`src/rtl/fp_mlt_arbiter_pkg.sv`:
```
// Shared types and helpers for the shared floating-point multiplier arbiter.
package fp_arb_pkg;

  localparam int DEF_LCYCLES = 2;
  localparam int DEF_NREQ    = 4;
  localparam int DEF_EXP     = 8;
  localparam int DEF_MANT    = 7;

  // Widest configuration supported (NREQ up to 16), so tags fit every build.
  localparam int MAX_NREQ = 16;
  localparam int MAX_IDW  = 4;

  // One slot of the tag pipeline that rides alongside the multiplier.
  typedef struct packed {
    logic               valid;
    logic [MAX_IDW-1:0] id;
  } tag_t;

  // One-hot decode of a requester id; bits at or above nreq stay zero.
  function automatic logic [MAX_NREQ-1:0] onehot(input logic [MAX_IDW-1:0] id,
                                                 input int nreq);
    logic [MAX_NREQ-1:0] oh;
    oh = '0;
    for (int i = 0; i < MAX_NREQ; i++) begin
      if (i < nreq && id == MAX_IDW'(i)) oh[i] = 1'b1;
    end
    return oh;
  endfunction

endpackage

```
`src/rtl/fp_mlt_arbiter_if.sv`:
```
// Requester-side bus of the multiplier arbiter.
//
// Handshake: a requester raises req_valid[i] with stable operands and keeps
// them until it sees req_ready[i]; the transfer happens in the cycle where
// req_valid[i] & req_ready[i] are both 1. Responses have no backpressure:
// rsp_valid[i] is a one-cycle strobe that the requester must take.
interface fp_mlt_arbiter_if
  import fp_arb_pkg::*;
#(
  parameter int NREQ  = DEF_NREQ,
  parameter int WIDTH = 1 + DEF_EXP + DEF_MANT
);
  logic [NREQ-1:0]       req_valid;
  logic [NREQ*WIDTH-1:0] req_dataa;
  logic [NREQ*WIDTH-1:0] req_datab;
  logic [NREQ-1:0]       req_ready;
  logic [NREQ-1:0]       rsp_valid;
  logic [WIDTH-1:0]      rsp_data;

  modport master (
    output req_valid, req_dataa, req_datab,
    input  req_ready, rsp_valid, rsp_data
  );

  modport slave (
    input  req_valid, req_dataa, req_datab,
    output req_ready, rsp_valid, rsp_data
  );
endinterface

```
`src/rtl/fp_mlt_arbiter_rr_grant.sv`:
```
// Combinational round-robin grant: rotate by ptr, pick lowest, rotate back.
module rr_grant
  import fp_arb_pkg::*;
#(
  parameter int NREQ = DEF_NREQ,
  parameter int IDW  = $clog2(NREQ)
) (
  input  logic [NREQ-1:0] req,
  input  logic [IDW-1:0]  ptr,
  output logic [NREQ-1:0] gnt,
  output logic [IDW-1:0]  gidx,
  output logic            any_gnt
);

  // Modulo-NREQ add; works for non-power-of-two requester counts.
  function automatic logic [IDW-1:0] wrap_add(input logic [IDW-1:0] a,
                                              input logic [IDW-1:0] b);
    logic [IDW:0] sum;
    sum = {1'b0, a} + {1'b0, b};
    if (sum >= (IDW+1)'(NREQ)) sum = sum - (IDW+1)'(NREQ);
    return sum[IDW-1:0];
  endfunction

  logic [NREQ-1:0] rot;
  logic [IDW-1:0]  pos;

  // Rotate the request vector so that index ptr lands on bit 0.
  always_comb begin
    rot = '0;
    for (int k = 0; k < NREQ; k++) rot[k] = req[wrap_add(ptr, IDW'(k))];
  end

  // Priority-encode the rotated vector: lowest set bit wins.
  always_comb begin
    pos     = '0;
    any_gnt = 1'b0;
    for (int k = NREQ - 1; k >= 0; k--) begin
      if (rot[k]) begin
        pos     = IDW'(k);
        any_gnt = 1'b1;
      end
    end
  end

  // Undo the rotation and form the one-hot grant.
  always_comb begin
    gidx = wrap_add(ptr, pos);
    gnt  = '0;
    for (int i = 0; i < NREQ; i++) gnt[i] = any_gnt && (gidx == IDW'(i));
  end

endmodule

```
`src/rtl/fp_mlt_arbiter.sv`:
```
// Shares one pipelined FP multiplier among NREQ requesters: round-robin
// grant, registered issue, tag pipeline matched to multiplier latency, and
// steering of each product back to its issuer.
module fp_mlt_arbiter
  import fp_arb_pkg::*;
#(
  parameter int NREQ    = DEF_NREQ,
  parameter int EXP     = DEF_EXP,
  parameter int MANT    = DEF_MANT,
  parameter int WIDTH   = 1 + EXP + MANT,
  parameter int LCYCLES = DEF_LCYCLES,
  parameter int IDW     = $clog2(NREQ)
) (
  input  logic                           clock,
  input  logic                           clock_areset_n,
  fp_mlt_arbiter_if.slave                bus,
  output logic                           mult_valid,
  output logic [WIDTH-1:0]               mult_dataa,
  output logic [WIDTH-1:0]               mult_datab,
  input  logic                           mult_result_valid,
  input  logic [WIDTH-1:0]               mult_result,
  output logic [$clog2(LCYCLES+3)-1:0]   inflight,
  output logic                           err_orphan
);

  localparam int INFW = $clog2(LCYCLES + 3);
  localparam int FLW  = $clog2(LCYCLES + 2);
  localparam logic [INFW-1:0] INF_MAX    = INFW'(LCYCLES + 2);
  localparam logic [FLW-1:0]  FLUSH_INIT = FLW'(LCYCLES + 1);

  logic [IDW-1:0]  ptr;
  logic [NREQ-1:0] gnt;
  logic [IDW-1:0]  gidx;
  logic            any_gnt;
  tag_t            tags [LCYCLES+1];
  tag_t            last;
  logic [FLW-1:0]  flush_cnt;
  logic            rsp_any;

  rr_grant #(.NREQ(NREQ), .IDW(IDW)) u_grant (
    .req     (bus.req_valid),
    .ptr     (ptr),
    .gnt     (gnt),
    .gidx    (gidx),
    .any_gnt (any_gnt)
  );

  // A grant is only ever raised on a valid request, so it is the handshake.
  assign bus.req_ready = gnt;
  assign last          = tags[LCYCLES];
  assign rsp_any       = |bus.rsp_valid;

  // Issue stage: advance the pointer and register the granted operands.
  always_ff @(posedge clock or negedge clock_areset_n) begin
    if (!clock_areset_n) begin
      ptr        <= '0;
      mult_valid <= 1'b0;
      mult_dataa <= '0;
      mult_datab <= '0;
    end else begin
      mult_valid <= any_gnt;
      if (any_gnt) begin
        ptr        <= (gidx == IDW'(NREQ - 1)) ? '0 : gidx + 1'b1;
        mult_dataa <= bus.req_dataa[int'(gidx)*WIDTH +: WIDTH];
        mult_datab <= bus.req_datab[int'(gidx)*WIDTH +: WIDTH];
      end
    end
  end

  // Tag pipeline: stage 0 loads with mult_valid, last stage meets the result.
  always_ff @(posedge clock or negedge clock_areset_n) begin
    if (!clock_areset_n) begin
      for (int k = 0; k <= LCYCLES; k++) tags[k] <= '0;
    end else begin
      tags[0] <= '{valid: any_gnt, id: MAX_IDW'(gidx)};
      for (int k = 1; k <= LCYCLES; k++) tags[k] <= tags[k-1];
    end
  end

  // Return stage: steer a tagged product to its issuer as a one-cycle strobe.
  always_ff @(posedge clock or negedge clock_areset_n) begin
    if (!clock_areset_n) begin
      bus.rsp_valid <= '0;
      bus.rsp_data  <= '0;
    end else if (mult_result_valid && last.valid) begin
      bus.rsp_valid <= NREQ'(onehot(last.id, NREQ));
      bus.rsp_data  <= mult_result;
    end else begin
      bus.rsp_valid <= '0;
    end
  end

  // Orphan detection; untagged results right after reset are stale products
  // from before the reset and are dropped quietly while flush_cnt runs down.
  always_ff @(posedge clock or negedge clock_areset_n) begin
    if (!clock_areset_n) begin
      flush_cnt  <= FLUSH_INIT;
      err_orphan <= 1'b0;
    end else begin
      if (flush_cnt != '0) flush_cnt <= flush_cnt - 1'b1;
      if (mult_result_valid && !last.valid && flush_cnt == '0) err_orphan <= 1'b1;
      if (!mult_result_valid && last.valid) err_orphan <= 1'b1;
    end
  end

  // Outstanding-operation count: up on handshake, down on response strobe.
  always_ff @(posedge clock or negedge clock_areset_n) begin
    if (!clock_areset_n) begin
      inflight <= '0;
    end else begin
      case ({any_gnt, rsp_any})
        2'b10:   if (inflight != INF_MAX) inflight <= inflight + 1'b1;
        2'b01:   if (inflight != '0) inflight <= inflight - 1'b1;
        default: inflight <= inflight;
      endcase
    end
  end

endmodule
```
`src/flat_wrapper.sv`:
```
// flat-port wrapper written by rule: the top's interface ports become plain ports
module fp_mlt_arbiter_flat import fp_arb_pkg::*;
#(
  parameter int NREQ    = DEF_NREQ,
  parameter int EXP     = DEF_EXP,
  parameter int MANT    = DEF_MANT,
  parameter int WIDTH   = 1 + EXP + MANT,
  parameter int LCYCLES = DEF_LCYCLES,
  parameter int IDW     = $clog2(NREQ)
)
  (clock, clock_areset_n, mult_valid, mult_dataa, mult_datab, mult_result_valid, mult_result, inflight, err_orphan, bus_req_valid, bus_req_dataa, bus_req_datab, bus_req_ready, bus_rsp_valid, bus_rsp_data);
  fp_mlt_arbiter_if #(.NREQ(NREQ), .WIDTH(WIDTH)) bus_i ();
  input  logic clock;
  input  logic clock_areset_n;
  output logic mult_valid;
  output logic [WIDTH-1:0] mult_dataa;
  output logic [WIDTH-1:0] mult_datab;
  input  logic mult_result_valid;
  input  logic [WIDTH-1:0] mult_result;
  output logic [$clog2(LCYCLES+3)-1:0] inflight;
  output logic err_orphan;
  input wire logic [$bits(bus_i.req_valid)-1:0] bus_req_valid;
  input wire logic [$bits(bus_i.req_dataa)-1:0] bus_req_dataa;
  input wire logic [$bits(bus_i.req_datab)-1:0] bus_req_datab;
  output wire logic [$bits(bus_i.req_ready)-1:0] bus_req_ready;
  output wire logic [$bits(bus_i.rsp_valid)-1:0] bus_rsp_valid;
  output wire logic [$bits(bus_i.rsp_data)-1:0] bus_rsp_data;
  assign bus_i.req_valid = bus_req_valid;
  assign bus_i.req_dataa = bus_req_dataa;
  assign bus_i.req_datab = bus_req_datab;
  assign bus_req_ready = bus_i.req_ready;
  assign bus_rsp_valid = bus_i.rsp_valid;
  assign bus_rsp_data = bus_i.rsp_data;
  fp_mlt_arbiter #(.NREQ(NREQ), .EXP(EXP), .MANT(MANT), .WIDTH(WIDTH), .LCYCLES(LCYCLES), .IDW(IDW)) u_core (.clock(clock), .clock_areset_n(clock_areset_n), .bus(bus_i), .mult_valid(mult_valid), .mult_dataa(mult_dataa), .mult_datab(mult_datab), .mult_result_valid(mult_result_valid), .mult_result(mult_result), .inflight(inflight), .err_orphan(err_orphan));
endmodule
```
`config.mk`:
```
export PLATFORM = sky130hd
export DESIGN_NAME = fp_mlt_arbiter_flat
export DESIGN_NICKNAME = d
export VERILOG_FILES = /design/src/rtl/fp_mlt_arbiter_pkg.sv /design/src/rtl/fp_mlt_arbiter_if.sv /design/src/rtl/fp_mlt_arbiter_rr_grant.sv /design/src/rtl/fp_mlt_arbiter.sv /design/src/flat_wrapper.sv
export SDC_FILE = /design/constraint.sdc
export NUM_CORES = 1
export LEC_CHECK = 0
export CORE_UTILIZATION = 40
export CTS_BUF_LIST = sky130_fd_sc_hd__clkbuf_2 sky130_fd_sc_hd__clkbuf_4 sky130_fd_sc_hd__clkbuf_8
export DETAILED_ROUTE_END_ITERATION = 10
export HOLD_SLACK_MARGIN = 0.06
export PLACE_DENSITY = 0.78
export SYNTH_ARGS = -nofsm -noshare
export SYNTH_HDL_FRONTEND = slang
export SYNTH_SLANG_ARGS = --single-unit
```
`constraint.sdc`:
```
create_clock -name clock -period 7.6 [get_ports clock]
set_clock_uncertainty 0.1 [all_clocks]
set_input_delay 1.14 -clock clock [delete_from_list [all_inputs] [get_ports clock]]
set_output_delay 1.14 -clock clock [all_outputs]
set_load 0.1 [all_outputs]
```
==> impl_metrics.toml <==
[synthesis]
synth.avg_cell_area_um2 = 8.96
synth_ff_type = "dfrtp_1"
yosys_warnings = 0
netlist_instances = 519
async_flop_share_pct = 100
netlist-cell-type-count = 37
synth_area_mm2 = 0.00465
ys_ff_latch = 69
synth_enable_flop_cells = 0
postSynthNetCount = 675
seq_area_frac_synth_pct = 37.2

[finish]
final_cell_count_no_fill = 856
drive_gt1_share_pct = 6.45
area_growth_syn_to_layout_pct = 50.8
nets = 864
antenna_cells = 0

[placed_design]
dp_hpwl_um = 9440
port_buffers = 211
dp.cells = 840
place_congestion = 0.759
place_ws_ns = 1.63

[detailed_routing]
routed-wl-met3_um = 1000
drtIter0Drc = 140
drc = 0
ant_nets = 0
vias = 4393
top_layer = "met4"
wl_um = 12500
drtPass1Iterations = 5
vias_per_cell = 5.13
wl_met2_um = 6290
wire_per_inst_um = 14.7
wirelength_met1_um = 5060

[floorplanning]
core_region_area_mm2 = 0.0114
die_h_um = 110
die_w_um = 110
fp.dieArea_mm2 = 0.0121
start_util_pct = 40.9
placementRows = 39
io_pins = 212

[timing]
relSlewSlack_pct = 23.9
hold_slack_ns = 0.248
worstMarginPinSlew_ns = 1.14
finalSetupViolCount = 0
worst_slack_ns = 1.61
period_share_pct = 78.8
slew_violations = 0
rsz0062_at_grt = "false"
fmax_mhz = 167
hold_violations = 0
fin_tns_setup_ns = 0
fin_crit_ns = 5.99

[clocking]
cts_root_buf = "clkbuf_8"
ctsResizeCount = 0
cts_num_sinks = 69
htreeDepth = 3
cts_tree = "yes"
worst_skew_pair.late_latency_ns = 0.34
cts_buffers = 9
cts_hold_repair.buffers = 0
clk_path_buf_depth = 2
post-cts-setup-buffers = 0
clkTransAtPathRegs_ns = 0.07

[setup_path]
crit_family = "buffers and inverters"
critPathLaunch = "bus_req_valid[1]"
cp.required_ns = 6.36
rr_endpoint = "u_core.mult_dataa[14]"
rrSetupSlack_ns = 4.04
path_class = "in2out"
path_cells = "clkdlybuf4s50_1, nor2_1, or4_1, o2111ai_1, ha_4, xor2_1, xnor2_1, ha_1, and2_1, clkdlybuf4s50_1"
start_kind = "input pin"
crit_path_end_kind = "output port"
r2r_start = "u_core.ptr[0]"
crit_end = "bus_req_ready[3]"
crit_top_cell = "clkdlybuf4s50_1"
cp_max_fo = 7
r2r_cells = 8
critPathMaxStageDelay_ns = 1.13
slowest_stage = "clkdlybuf4s50_1"
crit_cells = 10
critPathBufInv = 2
crit_arrival_ns = 4.75

[global_route]
grt-ovfl-total = 0
track_usage_pct = 20.5
grt_pass1_vias = 4136
antenna_found_initial = 0
grt_max_degree = 70
grt_pass1_wl_um = 19100

[flow_run]
cap_violations = 0

[status]
status = "complete, no violations"

[hold_path]
min_path_type = "reg2reg"
## cell families (layout without fill, tap and decap cells)
| logic type | Yosys count | after routing | synth area share, % |
|---|---|---|---|
| AOI/OAI and AO/OA | 20 | 20 | 2.69 |
| xor gates and xnor gates | 5 | 5 | 0.942 |
| adders and majority gates | 5 | 5 | 1.51 |
| buffers and inverters | 46 | 240 | 5.43 |
| DFF | 69 | 69 | 37.2 |
| muxes | 144 | 144 | 31.4 |
| and+or+nand+nor | 230 | 230 | 20.8 |
## flip-flops by register name, summed over array words and instances (netlist names)
register	cells
u_core.last	3
u_core.err_orphan	1
u_core.bus.rsp_data	16
u_core.mult_dataa	16
u_core.inflight	3
u_core.mult_valid	1
u_core.bus.rsp_valid	4
u_core.mult_datab	16
u_core.flush_cnt	2
u_core.ptr	2
u_core.tags	5
## worst min-delay path by stage
stage / startpoint / endpoint / slack (ns) / cells after the start
after floorplan: u_core.tags[5] / u_core.last[0] / 0.23 / 0
after global placement: u_core.tags[10] / u_core.tags[5] / 0.23 / 0
after detailed placement: u_core.tags[9] / u_core.last[4] / 0.23 / 0
after CTS: u_core.tags[9] / u_core.last[4] / 0.25 / 0
after global routing: u_core.tags[10] / u_core.tags[5] / 0.26 / 0
final: u_core.tags[9] / u_core.last[4] / 0.25 / 0
## placed cells by master, fill, tap and decap left out, drive strengths merged
cell | synthesis | final
a21oi | 3 | 3
o2111ai | 1 | 1
o21ai | 8 | 8
and4 | 1 | 1
mux2i | 128 | 128
clkdlybuf4s50 | 0 | 210
mux2 | 16 | 16
nor3b | 2 | 2
nor2 | 42 | 42
o211ai | 1 | 1
buf | 24 | 5
nand2b | 3 | 3
o22ai | 2 | 2
dfrtp | 67 | 67
and2 | 3 | 3
ha | 4 | 4
o32ai | 2 | 2
o31ai | 1 | 1
inv | 9 | 9
or4 | 1 | 1
clkinv | 0 | 3
and3 | 1 | 1
dfstp | 2 | 2
nand2 | 138 | 138
clkinvlp | 0 | 1
bufinv | 0 | 2
clkbuf | 13 | 10
a32oi | 1 | 1
nand3 | 1 | 1
a22oi | 1 | 1
fa | 1 | 1
xor2 | 1 | 1
xnor2 | 4 | 4
nor3 | 36 | 36
nor4 | 2 | 2
## through the flow
step | utilization, % | area, µm²
3_3_place_gp | 59.7 | 6790
5_1_grt | 61.7 | 7010
6_report | 61.7 | 7010
3_5_place_dp | 59.7 | 6790
2_1_floorplan | - | 4650
4_1_cts | 61.7 | 7010
## layout make-up
| type | instances | area, µm² |
|---|---|---|
| Clock buffer | 10 | 138 |
| Sequential cell | 69 | 1730 |
| Clock inverter | 6 | 86.3 |
| Fill cell | 966 | 4360 |
| Timing Repair Buffer | 215 | 2140 |
| Inverter | 9 | 33.8 |
| Multi-Input combinational cell | 404 | 2710 |
| Tap cell | 143 | 179 |
## cell usage after synthesis (3+ instances only)
cell	n	area share, %
buf_4	9	1.5
buf_2	7	0.75
o21ai_0	8	0.86
and2_1	3	0.40
nor3_1	35	3.8
nand2b_1	3	0.40
dfrtp_1	67	36
clkbuf_1	13	1.0
buf_6	5	1.2
ha_1	4	1.1
nor2_1	42	3.4
nand2_1	138	11
inv_1	8	0.65
buf_1	3	0.24
xnor2_1	4	0.75
mux2i_1	128	28
a21oi_1	3	0.32
mux2_2	16	3.9
## per-layer routing
metal | vias to the layer above | track usage, %
met3 | 16 | 4.09
met5 | - | 0
met2 | 170 | 36.9
met4 | 0 | 7.62
met1 | 2063 | 23.9
li1 | 2144 | -
Power is left out: the tool's default activity adds up to more than one toggle a clock period on the data nets, which glitch-free logic cannot reach.
